`src/rtl/spi_cmd_master_pkg.sv`:
```
// Purpose: shared constants, FSM state encoding and payload helpers for spi_cmd_master.
// Latency: n/a (declarations and pure functions only).
// Backpressure: n/a.
package spi_cmd_master_pkg;

    localparam logic [7:0] CMD_XP_ADC        = 8'h01;
    localparam logic [7:0] CMD_XDAC          = 8'h02;
    localparam int         MAX_PAYLOAD_BYTES = 4;
    localparam int         FRAME_BITS        = 8 + 8 * MAX_PAYLOAD_BYTES;

    typedef enum logic [2:0] {
        IDLE  = 3'd0,
        SETUP = 3'd1,
        HI    = 3'd2,
        LO    = 3'd3,
        HOLD  = 3'd4,
        GAP   = 3'd5
    } state_t;

    // Requests longer than the payload field are treated as a full payload.
    function automatic logic [2:0] clamp_len(input logic [2:0] len);
        return (len > 3'(MAX_PAYLOAD_BYTES)) ? 3'(MAX_PAYLOAD_BYTES) : len;
    endfunction

    // Move the low len bytes of wdata to the top so they shift out MSB first.
    function automatic logic [31:0] align_payload(input logic [31:0] wdata, input logic [2:0] len);
        case (len)
            3'd0:    return 32'h0;
            3'd1:    return {wdata[7:0], 24'h0};
            3'd2:    return {wdata[15:0], 16'h0};
            3'd3:    return {wdata[23:0], 8'h0};
            default: return wdata;
        endcase
    endfunction

    // Keeps only the payload-period bits of the receive register.
    function automatic logic [31:0] payload_mask(input logic [2:0] len);
        case (len)
            3'd0:    return 32'h0000_0000;
            3'd1:    return 32'h0000_00FF;
            3'd2:    return 32'h0000_FFFF;
            3'd3:    return 32'h00FF_FFFF;
            default: return 32'hFFFF_FFFF;
        endcase
    endfunction

    function automatic int max4(input int a, input int b, input int c, input int d);
        int m;
        m = a;
        if (b > m) m = b;
        if (c > m) m = c;
        if (d > m) m = d;
        return m;
    endfunction

endpackage

```
`src/rtl/spi_cmd_master_if.sv`:
```
// Purpose: host request/response and SPI pin bundle for spi_cmd_master.
// Latency: n/a (wiring only).
// Backpressure: start is honoured only while busy is low; nothing is queued.
interface spi_cmd_master_if;

    logic        start;
    logic [7:0]  cmd;
    logic [2:0]  len;
    logic [31:0] wdata;
    logic        busy;
    logic        done;
    logic [31:0] rdata;
    logic        spi_csn;
    logic        spi_sck;
    logic        spi_sdi;
    logic        spi_sdo;

    modport master (
        input  start, cmd, len, wdata, spi_sdo,
        output busy, done, rdata, spi_csn, spi_sck, spi_sdi
    );

    modport slave (
        output start, cmd, len, wdata, spi_sdo,
        input  busy, done, rdata, spi_csn, spi_sck, spi_sdi
    );

endinterface

```
`src/rtl/spi_cmd_master_tick.sv`:
```
// Purpose: loadable down-counter timing every phase of the SPI frame (setup, SCK halves, hold, gap).
// Latency: o_tc asserts i_load_val cycles after the load edge, i.e. in the last cycle of an N-1 load.
// Backpressure: none; counting pauses while i_en is low and a load always wins.
module spi_cmd_master_tick #(
    parameter int W = 3
) (
    input  logic         clk_ref,
    input  logic         sys_rstn,
    input  logic         i_load,
    input  logic [W-1:0] i_load_val,
    input  logic         i_en,
    output logic         o_tc
);

    logic [W-1:0] r_cnt;

    // Reload on every phase change, otherwise count down to zero and park there.
    always_ff @(posedge clk_ref or negedge sys_rstn) begin
        if (!sys_rstn) begin
            r_cnt <= '0;
        end else if (i_load) begin
            r_cnt <= i_load_val;
        end else if (i_en && (r_cnt != '0)) begin
            r_cnt <= r_cnt - W'(1);
        end
    end

    assign o_tc = i_en && (r_cnt == '0);

endmodule

```
`src/rtl/spi_cmd_master.sv`:
```
// Purpose: mode-0 SPI master sending a command byte plus 0..4 payload bytes and capturing sdo.
// Latency: csn low for CS_SETUP + 2*CLK_DIV*nbits + CS_HOLD cycles; done one cycle after that.
// Backpressure: start is ignored while busy; no request queueing.
module spi_cmd_master
    import spi_cmd_master_pkg::*;
#(
    parameter int CLK_DIV  = 2,
    parameter int CS_SETUP = 2,
    parameter int CS_HOLD  = 2,
    parameter int CS_IDLE  = 4
) (
    input  logic              clk_ref,
    input  logic              sys_rstn,
    spi_cmd_master_if.master  bus
);

    // One counter serves every timed phase, so it is sized for the longest one.
    localparam int MAX_T = max4(CLK_DIV, CS_SETUP, CS_HOLD, CS_IDLE);
    localparam int TW    = $clog2(MAX_T) + 1;

    state_t                r_state;
    state_t                w_next;
    logic [FRAME_BITS-1:0] r_tx;
    logic [31:0]           r_rx;
    logic [2:0]            r_len;
    logic [5:0]            r_bits;
    logic                  r_done;
    logic [31:0]           r_rdata;

    logic                  w_tc;
    logic                  w_load;
    logic [TW-1:0]         w_load_val;
    logic                  w_csn;
    logic                  w_sck;
    logic                  w_sdi;
    logic [2:0]            w_len_c;
    logic [5:0]            w_nbits;
    logic                  w_accept;
    logic                  w_fall;
    logic                  w_rise;
    logic                  w_frame_end;

    assign w_len_c     = clamp_len(bus.len);
    assign w_nbits     = 6'd8 + {r_len, 3'b000};
    assign w_accept    = (r_state == IDLE) && bus.start;
    assign w_fall      = (r_state == HI) && w_tc;
    assign w_rise      = ((r_state == SETUP) || (r_state == LO)) && (w_next == HI);
    assign w_frame_end = (r_state == HOLD) && w_tc;

    spi_cmd_master_tick #(.W(TW)) u_tick (
        .clk_ref    (clk_ref),
        .sys_rstn   (sys_rstn),
        .i_load     (w_load),
        .i_load_val (w_load_val),
        .i_en       (r_state != IDLE),
        .o_tc       (w_tc)
    );

    // State register; reset drops csn/sck combinationally with no extra SCK edge.
    always_ff @(posedge clk_ref or negedge sys_rstn) begin
        if (!sys_rstn) begin
            r_state <= IDLE;
        end else begin
            r_state <= w_next;
        end
    end

    // Next state, phase-counter reload and pin levels decoded from the current state.
    always_comb begin
        w_next     = r_state;
        w_load     = 1'b0;
        w_load_val = '0;
        w_csn      = 1'b1;
        w_sck      = 1'b0;
        w_sdi      = 1'b0;
        case (r_state)
            IDLE: begin
                if (bus.start) begin
                    w_next     = SETUP;
                    w_load     = 1'b1;
                    w_load_val = TW'(CS_SETUP - 1);
                end
            end
            SETUP: begin
                w_csn = 1'b0;
                w_sdi = r_tx[FRAME_BITS-1];
                if (w_tc) begin
                    w_next     = HI;
                    w_load     = 1'b1;
                    w_load_val = TW'(CLK_DIV - 1);
                end
            end
            HI: begin
                w_csn = 1'b0;
                w_sck = 1'b1;
                w_sdi = r_tx[FRAME_BITS-1];
                if (w_tc) begin
                    w_next     = LO;
                    w_load     = 1'b1;
                    w_load_val = TW'(CLK_DIV - 1);
                end
            end
            LO: begin
                w_csn = 1'b0;
                w_sdi = r_tx[FRAME_BITS-1];
                if (w_tc) begin
                    w_load = 1'b1;
                    // r_bits already counts the bit whose low phase is ending.
                    if (r_bits < w_nbits) begin
                        w_next     = HI;
                        w_load_val = TW'(CLK_DIV - 1);
                    end else begin
                        w_next     = HOLD;
                        w_load_val = TW'(CS_HOLD - 1);
                    end
                end
            end
            HOLD: begin
                w_csn = 1'b0;
                w_sdi = r_tx[FRAME_BITS-1];
                if (w_tc) begin
                    w_next     = GAP;
                    w_load     = 1'b1;
                    w_load_val = TW'(CS_IDLE - 1);
                end
            end
            GAP: begin
                if (w_tc) begin
                    w_next = IDLE;
                end
            end
            default: begin
                w_next = IDLE;
            end
        endcase
    end

    // Latch the request on acceptance, shift sdi on falling SCK, shift sdo in on rising SCK.
    always_ff @(posedge clk_ref or negedge sys_rstn) begin
        if (!sys_rstn) begin
            r_tx   <= '0;
            r_len  <= '0;
            r_bits <= '0;
            r_rx   <= '0;
        end else begin
            if (w_accept) begin
                r_tx   <= {bus.cmd, align_payload(bus.wdata, w_len_c)};
                r_len  <= w_len_c;
                r_bits <= '0;
            end else if (w_fall) begin
                r_tx   <= {r_tx[FRAME_BITS-2:0], 1'b0};
                r_bits <= r_bits + 6'd1;
            end
            if (w_rise) begin
                r_rx <= {r_rx[30:0], bus.spi_sdo};
            end
        end
    end

    // Publish the payload bits and pulse done on the first cycle with csn high.
    always_ff @(posedge clk_ref or negedge sys_rstn) begin
        if (!sys_rstn) begin
            r_done  <= 1'b0;
            r_rdata <= '0;
        end else begin
            r_done <= w_frame_end;
            if (w_frame_end) begin
                r_rdata <= r_rx & payload_mask(r_len);
            end
        end
    end

    assign bus.spi_csn = w_csn;
    assign bus.spi_sck = w_sck;
    assign bus.spi_sdi = w_sdi;
    assign bus.busy    = (r_state != IDLE);
    assign bus.done    = r_done;
    assign bus.rdata   = r_rdata;

endmodule

```
`src/flat_wrapper.sv`:
```
// flat-port wrapper written by rule: the top's interface ports become plain ports
module spi_cmd_master_flat import spi_cmd_master_pkg::*;
#(
    parameter int CLK_DIV  = 2,
    parameter int CS_SETUP = 2,
    parameter int CS_HOLD  = 2,
    parameter int CS_IDLE  = 4
)
  (clk_ref, sys_rstn, bus_start, bus_cmd, bus_len, bus_wdata, bus_spi_sdo, bus_busy, bus_done, bus_rdata, bus_spi_csn, bus_spi_sck, bus_spi_sdi);
  spi_cmd_master_if bus_i ();
  input  logic clk_ref;
  input  logic sys_rstn;
  input wire logic [$bits(bus_i.start)-1:0] bus_start;
  input wire logic [$bits(bus_i.cmd)-1:0] bus_cmd;
  input wire logic [$bits(bus_i.len)-1:0] bus_len;
  input wire logic [$bits(bus_i.wdata)-1:0] bus_wdata;
  input wire logic [$bits(bus_i.spi_sdo)-1:0] bus_spi_sdo;
  output wire logic [$bits(bus_i.busy)-1:0] bus_busy;
  output wire logic [$bits(bus_i.done)-1:0] bus_done;
  output wire logic [$bits(bus_i.rdata)-1:0] bus_rdata;
  output wire logic [$bits(bus_i.spi_csn)-1:0] bus_spi_csn;
  output wire logic [$bits(bus_i.spi_sck)-1:0] bus_spi_sck;
  output wire logic [$bits(bus_i.spi_sdi)-1:0] bus_spi_sdi;
  assign bus_i.start = bus_start;
  assign bus_i.cmd = bus_cmd;
  assign bus_i.len = bus_len;
  assign bus_i.wdata = bus_wdata;
  assign bus_i.spi_sdo = bus_spi_sdo;
  assign bus_busy = bus_i.busy;
  assign bus_done = bus_i.done;
  assign bus_rdata = bus_i.rdata;
  assign bus_spi_csn = bus_i.spi_csn;
  assign bus_spi_sck = bus_i.spi_sck;
  assign bus_spi_sdi = bus_i.spi_sdi;
  spi_cmd_master #(.CLK_DIV(CLK_DIV), .CS_SETUP(CS_SETUP), .CS_HOLD(CS_HOLD), .CS_IDLE(CS_IDLE)) u_core (.clk_ref(clk_ref), .sys_rstn(sys_rstn), .bus(bus_i));
endmodule
```
`config.mk`:
```
export PLATFORM = sky130hd
export DESIGN_NAME = spi_cmd_master_flat
export DESIGN_NICKNAME = d
export VERILOG_FILES = /design/src/rtl/spi_cmd_master_pkg.sv /design/src/rtl/spi_cmd_master_if.sv /design/src/rtl/spi_cmd_master_tick.sv /design/src/rtl/spi_cmd_master.sv /design/src/flat_wrapper.sv
export SDC_FILE = /design/constraint.sdc
export NUM_CORES = 1
export LEC_CHECK = 0
export CAP_MARGIN = 15
export CORE_ASPECT_RATIO = 1.4
export CORE_MARGIN = 4
export CORE_UTILIZATION = 30
export CTS_CLUSTER_SIZE = 10
export DETAILED_ROUTE_END_ITERATION = 16
export DONT_BUFFER_PORTS = 1
export GPL_TIMING_DRIVEN = 0
export PLACE_DENSITY = 0.44
export RECOVER_POWER = 100
export SETUP_SLACK_MARGIN = 0.2
export SLEW_MARGIN = 20
export SYNTH_ARGS = -nofsm -noshare
export SYNTH_HDL_FRONTEND = slang
export SYNTH_SLANG_ARGS = --single-unit
export TNS_END_PERCENT = 10
```
`constraint.sdc`:
```
create_clock -name clk_ref -period 4.2 [get_ports clk_ref]
set_input_delay 0.63 -clock clk_ref [delete_from_list [all_inputs] [get_ports clk_ref]]
set_output_delay 0.63 -clock clk_ref [all_outputs]
set_load 0.02 [all_outputs]
```
Yosys cells after proc, flatten, opt, wreduce, memory -nomap -nowiden

Index checks and enable logic that the tools add are counted.

Flip-flop bits (word level): 120
Input bits: 47
Output and inout port bits: 37
Logic and storage cells: 71

$add $sub $neg: 3
$lt $le $gt $ge: 2
Equal/unequal tests: 12
Multiplexer cells: 28
Bitwise logic cells: 1
Reduce and logical (&&, ||, !) cells: 17

Operators with widths:

| cell                                                                | number |
|---|---|
| 32-bit one-hot mux with 4 select lines                              | 2 |
| 40-bit two-way mux                                                  | 2 |
| 32-bit bitwise AND                                                  | 1 |
| 32-bit two-way mux                                                  | 1 |
| 3-bit two-way mux                                                   | 10 |
| 3-bit by 2-bit == test with 1-bit output (second input constant)    | 7 |
| 3-bit one-hot mux with 6 select lines                               | 1 |
| 3-bit logical NOT                                                   | 4 |
| 6-bit two-way mux                                                   | 2 |
| 3-bit by 1-bit == test with 1-bit output (second input constant)    | 3 |
| 3-bit one-hot mux with 3 select lines                               | 1 |
| 1-bit two-way mux                                                   | 7 |
| 4-bit by 6-bit adder with 6-bit output (first input constant)       | 1 |
| 6-bit by 1-bit adder with 6-bit output (second input constant)      | 1 |
| 3-bit == test (second input constant)                               | 2 |
| 1-bit logical AND                                                   | 6 |
| 6-bit less-than comparator                                          | 1 |
| 3-bit nonzero test                                                  | 2 |
| 2-bit nonzero test                                                  | 2 |
| 4-bit OR reduction                                                  | 1 |
| 3-bit greater-than comparator (second input constant)               | 1 |
| 3-bit OR reduction                                                  | 1 |
| 3-bit by 1-bit subtractor with 3-bit output (second input constant) | 1 |
| 2-bit two-way mux                                                   | 1 |
| other kinds (2)                                                     | 2 |

Logic depth before layout (Yosys ltp)

Gate-level depths: netlist (run 1).

Depth in word-level cells: 7
Mapped depth: 9

Modules after synthesis

Synthesis (run 1) repeated with hierarchy kept, for this count alone.

Cells, all modules: 590
Area, all modules: 5786.8 µm²

Modules (own cells, without submodules):

| module              | instances | cells an instance | area an instance (µm²) | seq. area each (µm²) |
|---|---|---|---|---|
| spi_cmd_master      | 1         | 566               | 5581.6                 | 2927.8 |
| spi_cmd_master_tick | 1         | 24                | 205.2                  | 75.1 |

Least setup slack after synthesis (run 1)

No wires, ideal clock.

Path type: register to register
Start: register u_core.r_len[2]
End: register u_core.r_rx[23]
Arrival time: 2031 ps
Slack: 2098 ps
Cell stages (with the launch flop): 9
Buffers on the path: 2
Cells stage by stage: dfrtp_1 clkbuf_1 inv_1 ha_1 ha_1 a21oi_1 clkbuf_1 nand4_1 nand4_1

Longest elaborated chain between the ends: 7

Ends and longest elaborated chain:

| what                                     | RTL line              | text |
|---|---|---|
| start, declared                          | spi_cmd_master.sv:25  | `logic [2:0] r_len;` |
| start signal, assigned                   | spi_cmd_master.sv:148 | `r_len <= w_len_c;` |
| 4-bit by 6-bit adder with 6-bit output   | spi_cmd_master.sv:44  | `assign w_nbits = 6'd8 + {r_len, 3'b000};` |
| 6-bit less-than comparator               | spi_cmd_master.sv:109 | `if (r_bits < w_nbits) begin` |
| 3-bit two-way mux                        | spi_cmd_master.sv:109 |  |
| 3-bit two-way mux                        | spi_cmd_master.sv:106 | `if (w_tc) begin` |
| 3-bit one-hot mux with 6 select lines    | spi_cmd_master.sv:76  | `case (r_state)` |
| 3-bit by 2-bit == test with 1-bit output | spi_cmd_master.sv:47  | `assign w_rise = ((r_state == SETUP) \|\| (r_state == LO)) && (w_next == HI);` |
| 1-bit logical AND                        | spi_cmd_master.sv:47  |  |
| end signal, assigned                     | spi_cmd_master.sv:155 | `r_rx <= {r_rx[30:0], bus.spi_sdo};` |
| end, declared                            | spi_cmd_master.sv:24  | `logic [31:0] r_rx;` |

No other way between the ends.
A chain may end at the register's enable or synchronous reset.

Final worst setup path (run 1)

Start: register u_core.r_state[0]
End: register u_core.r_tx[9]

Longest elaborated chain between the ends: 4

Ends and longest elaborated chain:

| what                                | RTL line                  | text |
|---|---|---|
| start, declared                     | spi_cmd_master.sv:21      | `state_t r_state;` |
| start signal, assigned              | spi_cmd_master.sv:64      | `r_state <= w_next;` |
| 3-bit nonzero test                  | spi_cmd_master.sv:55      | `.i_en (r_state != IDLE),` |
| 1-bit logical AND                   | spi_cmd_master_tick.sv:28 | `assign o_tc = i_en && (r_cnt == '0);` |
| 1-bit logical AND                   | spi_cmd_master.sv:46      | `assign w_fall = (r_state == HI) && w_tc;` |
| 2-bit nonzero test (no source line) | -                         |  |
| end signal, assigned                | spi_cmd_master.sv:147     | `r_tx <= {bus.cmd, align_payload(bus.wdata, w_len_c)};` |
| end signal, assigned                | spi_cmd_master.sv:151     | `r_tx <= {r_tx[FRAME_BITS-2:0], 1'b0};` |
| end, declared                       | spi_cmd_master.sv:23      | `logic [FRAME_BITS-1:0] r_tx;` |

Several ways; a longest one is shown, not always the timed one.

==> summary.md, run 1 <==
| Metric | Value |
|---|---|
| Wire per inst | ~20 µm |
| Max Cap Violations | 1 |
| Via Count | between 5000 and 6000 |
| Worst Path Required | 4.49 ns |
| Metal1 wirelength | just under 8000 µm |
| Status | complete, but fails checks |
| Clk_skew | 0.009092 ns |
| P per Cell Area | approximately 650 nW/µm² |
| YS warnings | 0 |
| Number of I/O pins | 84 |
| Top-area cell type share of the netlist area | between 40% and 50% |
| Fmax | 333.3 MHz |
| Hold slack | about 0.16 ns |
| Reg clk slew, reported paths | around 0.060 ns |
| Cells after Synth | slightly below 700 |
| Cell Area, Synth | approximately 6400 µm² |
| Drt first pass iters | 5 |
| Share of post-route cells with drive strength above 1 | 10.61% |
| Max layer used | met4 |
| Drt initial violations | 350 |
| Leakage | 2.940 nW |
| Most frequent cell after synthesis | dfrtp_1 |
| Vias per std cell | approximately 5.7 |
| Final hold vios | 0 |
| Max Root-Sink Buffers | 2 |
| Ys async rst share | between 90% and 100% |
| Tightest Pin Transition | 1.582 ns |
| Area contributors post-synth | dfrtp_1 (47%), nand4_1 (6.2%), o211ai_1 (5.2%) |
| Gr usage total | 16.11% |
| Port Buffers | 0 |
| Max-slew violation count | 10 |
| Worst Path Max Fanout | 10 |
| Std-Cell Rows | between 60 and 70 |
| Post-synthesis sequential area ratio | between 40% and 50% |
| Critical path class | flip-flop to flip-flop |
| Worst r2r src | u_core.r_state[0]$_DFF_PN0_ |
| CP Launch Point | u_core.r_state[0]$_DFF_PN0_ |
| DP Wirelength | roughly 14000 µm |
| CP Launch Type | flip-flop |
| Crit path capture type | flip-flop |
| WL final | approximately 19000 µm |
| Clk Latency, worst-skew pair | approximately 0.42 ns |
| Area Overhead vs Synth | 14.36% |
| Final setup viols | 0 |
| Die area | 23900 µm² |
| GP Congestion | roughly 0.80 |
| Nets | roughly 760 |
| Post-CTS Resized | 0 |
| Die X | about 130 µm |
| CTS Buf Count | 17 |
| Top_reg_cell synth | dfrtp_1 |
| VDD IR max | between 0.3 and 0.4 mV |
| Final Cycle Share | approximately 71% |
| Post-synth cell types | 51 |
| Capturing point of the worst reg2reg path | u_core.r_tx[9]$_DFFE_PN0P_ |
| First-pass GRT wire length | just over 30000 µm |
| Post-synth EDFFs | 0 |
| Synth Area per Inst | between 9 and 10 µm² |
| Relative slew slack | -6.984% |
| Violated checks | capacitance limit, slew limit |
| Diode count | 0 |
| DRT antenna net count | 0 |
| Sink Count | 120 |
| TritonCTS clock tree | yes |
| Fill cell count | around 2200 |
| Root buffer cell | clkbuf_16 |
| Initial antenna violation count | 0 |
| Vias in the first global route | 5729 |
| Final setup TNS | 0 ns |
| Top post-synthesis cells by count | dfrtp_1 (120), nand2_1 (79), nand4_1 (64), nand3_1 (52), o211ai_1 (45) |
| R2r setup slk | 1.20 ns |
| Core Area | roughly 21000 µm² |
| Largest net degree at the start of global routing | approximately 120 |
| Met2 Routed Length | 9818 µm |
| Height of the die | between 150 and 200 µm |
| Initial Util | 30.47% |
| Yosys reg bits | 120 |
| Critical path arrival | ~3.3 ns |
| Tmin final | approximately 3.0 ns |
| H-tree levels | 4 |
| Syn Nets | approximately 740 |
| Worst hold path type | input port to async pin |
| RSZ-0062 raised after global routing | false |
| R2R depth | 5 |
| Leading area contributor after synthesis | dfrtp_1 |
| Worst setup path end | u_core.r_tx[9]$_DFFE_PN0P_ |
| Gr ovfl total | 0 |
| Post-route DRC violation count | 0 |
| Met3 WL | roughly 950 µm |
[repair_timing]
action	4_1_cts	5_1_grt
endpoints found under the hold margin	120	0
hold buffers	1	0
setup buffers	0	0
[sequential cells by signal, summed over array words and instances, names as in the netlist]
register	count
u_core.bus.rdata	32
u_core.u_tick.r_cnt	3
u_core.r_rx	32
u_core.r_bits	6
u_core.r_tx	40
u_core.r_state	3
u_core.bus.done	1
u_core.r_len	3
[routing by layer]
metal / global-route usage [%] / vias to the layer above
met5: 0 / -
met4: 6.179 / 0
met3: 4.206 / 31
met2: 28.38 / 161
met1: 18.71 / 2751
li1: - / 2607
[placed cells by master, fill, tap and decap left out, types with 17 or more instances in the layout]
master	count
dfrtp_1	120
nand2_1	79
nand4_1	64
clkbuf_1	53
nand3_1	52
o211ai_1	45
o21ai_0	42
nand2b_1	34
a21oi_1	22
clkbuf_16	17
[final cells by class]
cell class	count	area, µm²	area share [%]
flip-flops and latches	120	3003	40.79
multi-input cells	476	3044	41.35
repair buffers	1	27.53	0.3739
inverters	17	63.81	0.8668
well taps	260	325.3	4.419
plain buffers	70	295.3	4.011
clock buffers	17	425.4	5.778
clock inverters	15	177.7	2.413
[where the power goes]
part	switching, W	internal (W)	leakage (nW)
registers	0.000278	0.00149	1.54
clock network	0.000560	0.000933	0.282
logic	0.000933	0.000558	1.11
[critical path: stages, from the launching register on]
cell and delay (ns):
dfrtp_1 0.41, clkbuf_1 0.21, nor4b_1 1.32, nor2_1 0.40
clkbuf_1 0.34, o2bb2ai_1 0.19
[cells by family after synthesis]
group,after synthesis,synth area share [%]
simple gates,268,22.49
fa+ha+maj,8,1.555
mux,16,2.799
compound gates,184,20.68
flops,120,46.65
buf+inv,87,5.831
[how the worst min path moves through the flow]
| stage | from | to | cells after the start |
|---|---|---|---|
| after CTS | sys_rstn | u_core.bus.done$_DFF_PN0_ | 1 |
| after global placement | sys_rstn | u_core.bus.done$_DFF_PN0_ | 0 |
| after global routing | sys_rstn | u_core.bus.rdata[27]$_DFFE_PN0P_ | 1 |
| final | sys_rstn | u_core.bus.rdata[28]$_DFFE_PN0P_ | 1 |
| after detailed placement | sys_rstn | u_core.bus.done$_DFF_PN0_ | 0 |
| after floorplan | sys_rstn | u_core.bus.done$_DFF_PN0_ | 0 |
[per-stage QoR]
stage          util (%)  std cells  total power, W  setup slack [ns]  instance area, µm²
3_3_place_gp      32.01        943        0.003231             1.495                6763
5_1_grt           34.85        976        0.005088            0.8973                7362
6_report          34.85        976        0.004755             1.199                7362
2_1_floorplan         -        683        0.002833             2.098                6437
3_5_place_dp      32.01        943        0.003271             1.477                6763
4_1_cts           35.00        976        0.004825             1.460                7393
(Power assumes the default switching activity.)
==> inputs of run 2 (changes only) <==
Settings changed: PLACE_DENSITY 0.44 to 0.45.
Clock period 4.2 ns to 2.65 ns, I/O delays scaled along.
==> summary.md, run 2 (synthesis gave the netlist of run 1 again) <==
| Metric | Value |
|---|---|
| Status | complete, but fails checks |
| Violated checks | hold timing |
| CTS Buf Count | 17 (unchanged) |
| Worst Path Required | 2.98 ns (-1.51 ns) |
| Sw Pwr | 0.002817 W (+59%) |
| Max Root-Sink Buffers | 2 (unchanged) |
| Final hold vios | 120 (+120) |
| Overall Power | 0.007682 W (+62%) |
| Crit path capture type | flip-flop |
| GP Congestion | 0.8090 (+1.2%) |
| Non-Filler Instances | 975 (-0.10%) |
| First-pass GRT wire length | 31540 µm (+1.2%) |
| Critical path arrival | 2.72 ns (-0.57 ns) |
| Vias in the first global route | 5831 (+1.8%) |
| Fill cell count | 2139 (-1.8%) |
| Vias per std cell | 5.707 (+0.36%) |
| Relative slew slack | 40.24% (+47 points) |
| TritonCTS clock tree | yes |
| Final Cycle Share | 90.17% (+19 points) |
| Final setup TNS | 0 ns (unchanged) |
| Pre-CTS WS | -0.07521 ns (-1.552 ns) |
| Max FFs per register | 40 (unchanged) |
| Fin util | 34.99% (+0.14 points) |
| Post-route DRC violation count | 0 (unchanged) |
| Gr usage total | 16.38% (+0.27 points) |
| Switching part of the total | 36.68% (-0.57 points) |
| Std-Cell Rows | 63 (unchanged) |
| Number of I/O pins | 84 (unchanged) |
| WL final | 19340 µm (+0.55%) |
| RSZ-0062 raised after global routing | true |
| P per Cell Area | 1039 nW/µm² (+61%) |
| Share of post-route cells with drive strength above 1 | 12.17% (+1.6 points) |
| Dpl cells | 943 (unchanged) |
| Die X | 131.8 µm (unchanged) |
| Int Power | 0.004864 W (+63%) |
| Area Overhead vs Synth | 14.81% |
| Sequential cell fraction of total power | 36.6% (-0.6 points) |
| DP Wirelength | 13660 µm (-0.44%) |
| Most frequent cells in the layout | dfrtp_1 (120), nand2_1 (79), nand4_1 (64) |
| Gate power share | 30.6% (-0.8 points) |
| Worst Path Max Fanout | 10 (unchanged) |
| Most flops, register | u_core.r_tx |
| Wire per inst | 19.83 µm (+0.65%) |
| Tmin final | 2.389 ns (-0.6114 ns) |
| Largest net degree at the start of global routing | 121 (unchanged) |
| DRT antenna net count | 0 (unchanged) |
| Via Count | 5564 (+0.25%) |
| CP Launch Type | flip-flop |
| Clock share of power | 32.8% (+1.4 points) |
| Hold slack | -0.3287 ns (-0.4843 ns) |
| Initial antenna violation count | 0 (unchanged) |
| Critical path class | flip-flop to flip-flop |
| Gr ovfl total | 0 (unchanged) |
| Worst hold path type | input port to async pin |
| Tightest Pin Transition | 0.8931 ns (-0.6894 ns) |
| Post-CTS setup buffers | 0 (unchanged) |
| Max Cap Violations | 0 (-1) |
| Diode count | 0 (unchanged) |
| Drt initial violations | 426 (+22%) |
| Final setup viols | 0 (unchanged) |
| Leakage | 2.967 nW (+0.92%) |
| Root buffer cell | clkbuf_16 |
| Port Buffers | 0 (unchanged) |
| Nets | 757 (-0.13%) |
| Drt first pass iters | 5 (unchanged) |
| Height of the die | 181.3 µm (unchanged) |
| Final worst setup slack | 0.2606 ns (-0.9386 ns) |
| Fmax | 418.5 MHz (+26%) |
| Initial Util | 30.47% (unchanged) |
| H-tree levels | 4 (unchanged) |
| Clk_skew | 0.008002 ns (-0.001090 ns) |
| Max-slew violation count | 0 (-10) |
| Core Area | 21130 µm² (unchanged) |
| Sink Count | 120 (unchanged) |
| VDD IR max | 0.5254 mV (+75%) |
| Reg clk slew, reported paths | 0.06 ns (about the same) |
| Commonest non-fill, non-tap cell in the layout | dfrtp_1 |
| Clk Latency, worst-skew pair | 0.42 ns (about the same) |
| Die area | 23900 µm² (unchanged) |
-- run 2: cell count changes in the layout (fill, tap and decap cells not counted), moves of 2 or more --
| cell | previous run | this run |
|---|---|---|
| clkbuf_2 | 0 | 11 |
| clkbuf_1 | 53 | 43 |
| o21ai_0 | 42 | 35 |
| o21ai_1 | 1 | 8 |
| clkinv_2 | 3 | 1 |
-- run 2: routing by layer --
layer	wire (µm)	share of wire [%]	track usage (%)
met5	0	0	0
met4	725	3.7	8.197
met3	1054	5.5	4.401
met2	9632	50	27.62
met1	7923	41	19.19
-- run 2: area by class of cell --
type | count | area [µm²] | area share, %
inverters | 17 | 63.81 | 0.8634
clock inverters | 14 | 197.7 | 2.675
flip-flops and latches | 120 | 3003 | 40.63
well taps | 260 | 325.3 | 4.402
multi-input cells | 476 | 3054 | 41.32
clock buffers | 18 | 439.2 | 5.942
plain buffers | 70 | 307.8 | 4.165
-- run 2: path summary, 6_finish.rpt --
path	startpoint	to	slack, ns	cells past startpoint
max	u_core.u_tick.r_cnt[0]$_DFFE_PN0P_	u_core.r_tx[35]$_DFFE_PN0P_	0.26	8
min	sys_rstn	u_core.bus.done$_DFF_PN0_	-0.33	0
max reg2reg	u_core.u_tick.r_cnt[0]$_DFFE_PN0P_	u_core.r_tx[35]$_DFFE_PN0P_	0.26	8
min reg2reg	u_core.r_tx[0]$_DFFE_PN0P_	u_core.r_tx[0]$_DFFE_PN0P_	0.50	1
max in group asynchronous	sys_rstn	u_core.r_tx[7]$_DFFE_PN0P_	2.77	0
min in group clk_ref	bus_cmd[7]	u_core.r_tx[39]$_DFFE_PN0P_	0.13	1
-- run 2: what timing repair did --
item / in CTS / in global routing
hold endpoints to repair: 120 / 120
setup endpoints to repair: 30 / 48
resized for setup: 3 / 11
-- run 2: worst max-delay path: stages, from the launching register on --
cell      delay (ns)
dfrtp_1         0.36
inv_1           0.08
ha_1            0.16
ha_1            0.33
nor4bb_1        0.26
clkbuf_1        0.42
clkbuf_1        0.44
a22oi_1         0.12
o21ai_0         0.12
-- run 2: metrics by stage --
step           instance area (µm²)  hold WS [ns]
4_1_cts                       7403       -0.3499
6_report                      7391       -0.3287
3_5_place_dp                  6763        0.1058
2_1_floorplan                 6437        0.1019
3_3_place_gp                  6763        0.1053
5_1_grt                       7391       -0.3592
-- run 2: power by group through the flow --
stage                     clock (W)  sequential [W]  combinational [W]
after floorplan                   0         0.00268            0.00181
after global placement            0         0.00282            0.00228
after detailed placement          0         0.00283            0.00236
after CTS                   0.00258         0.00281            0.00237
after global routing        0.00268         0.00288            0.00265
final                       0.00252         0.00281            0.00235
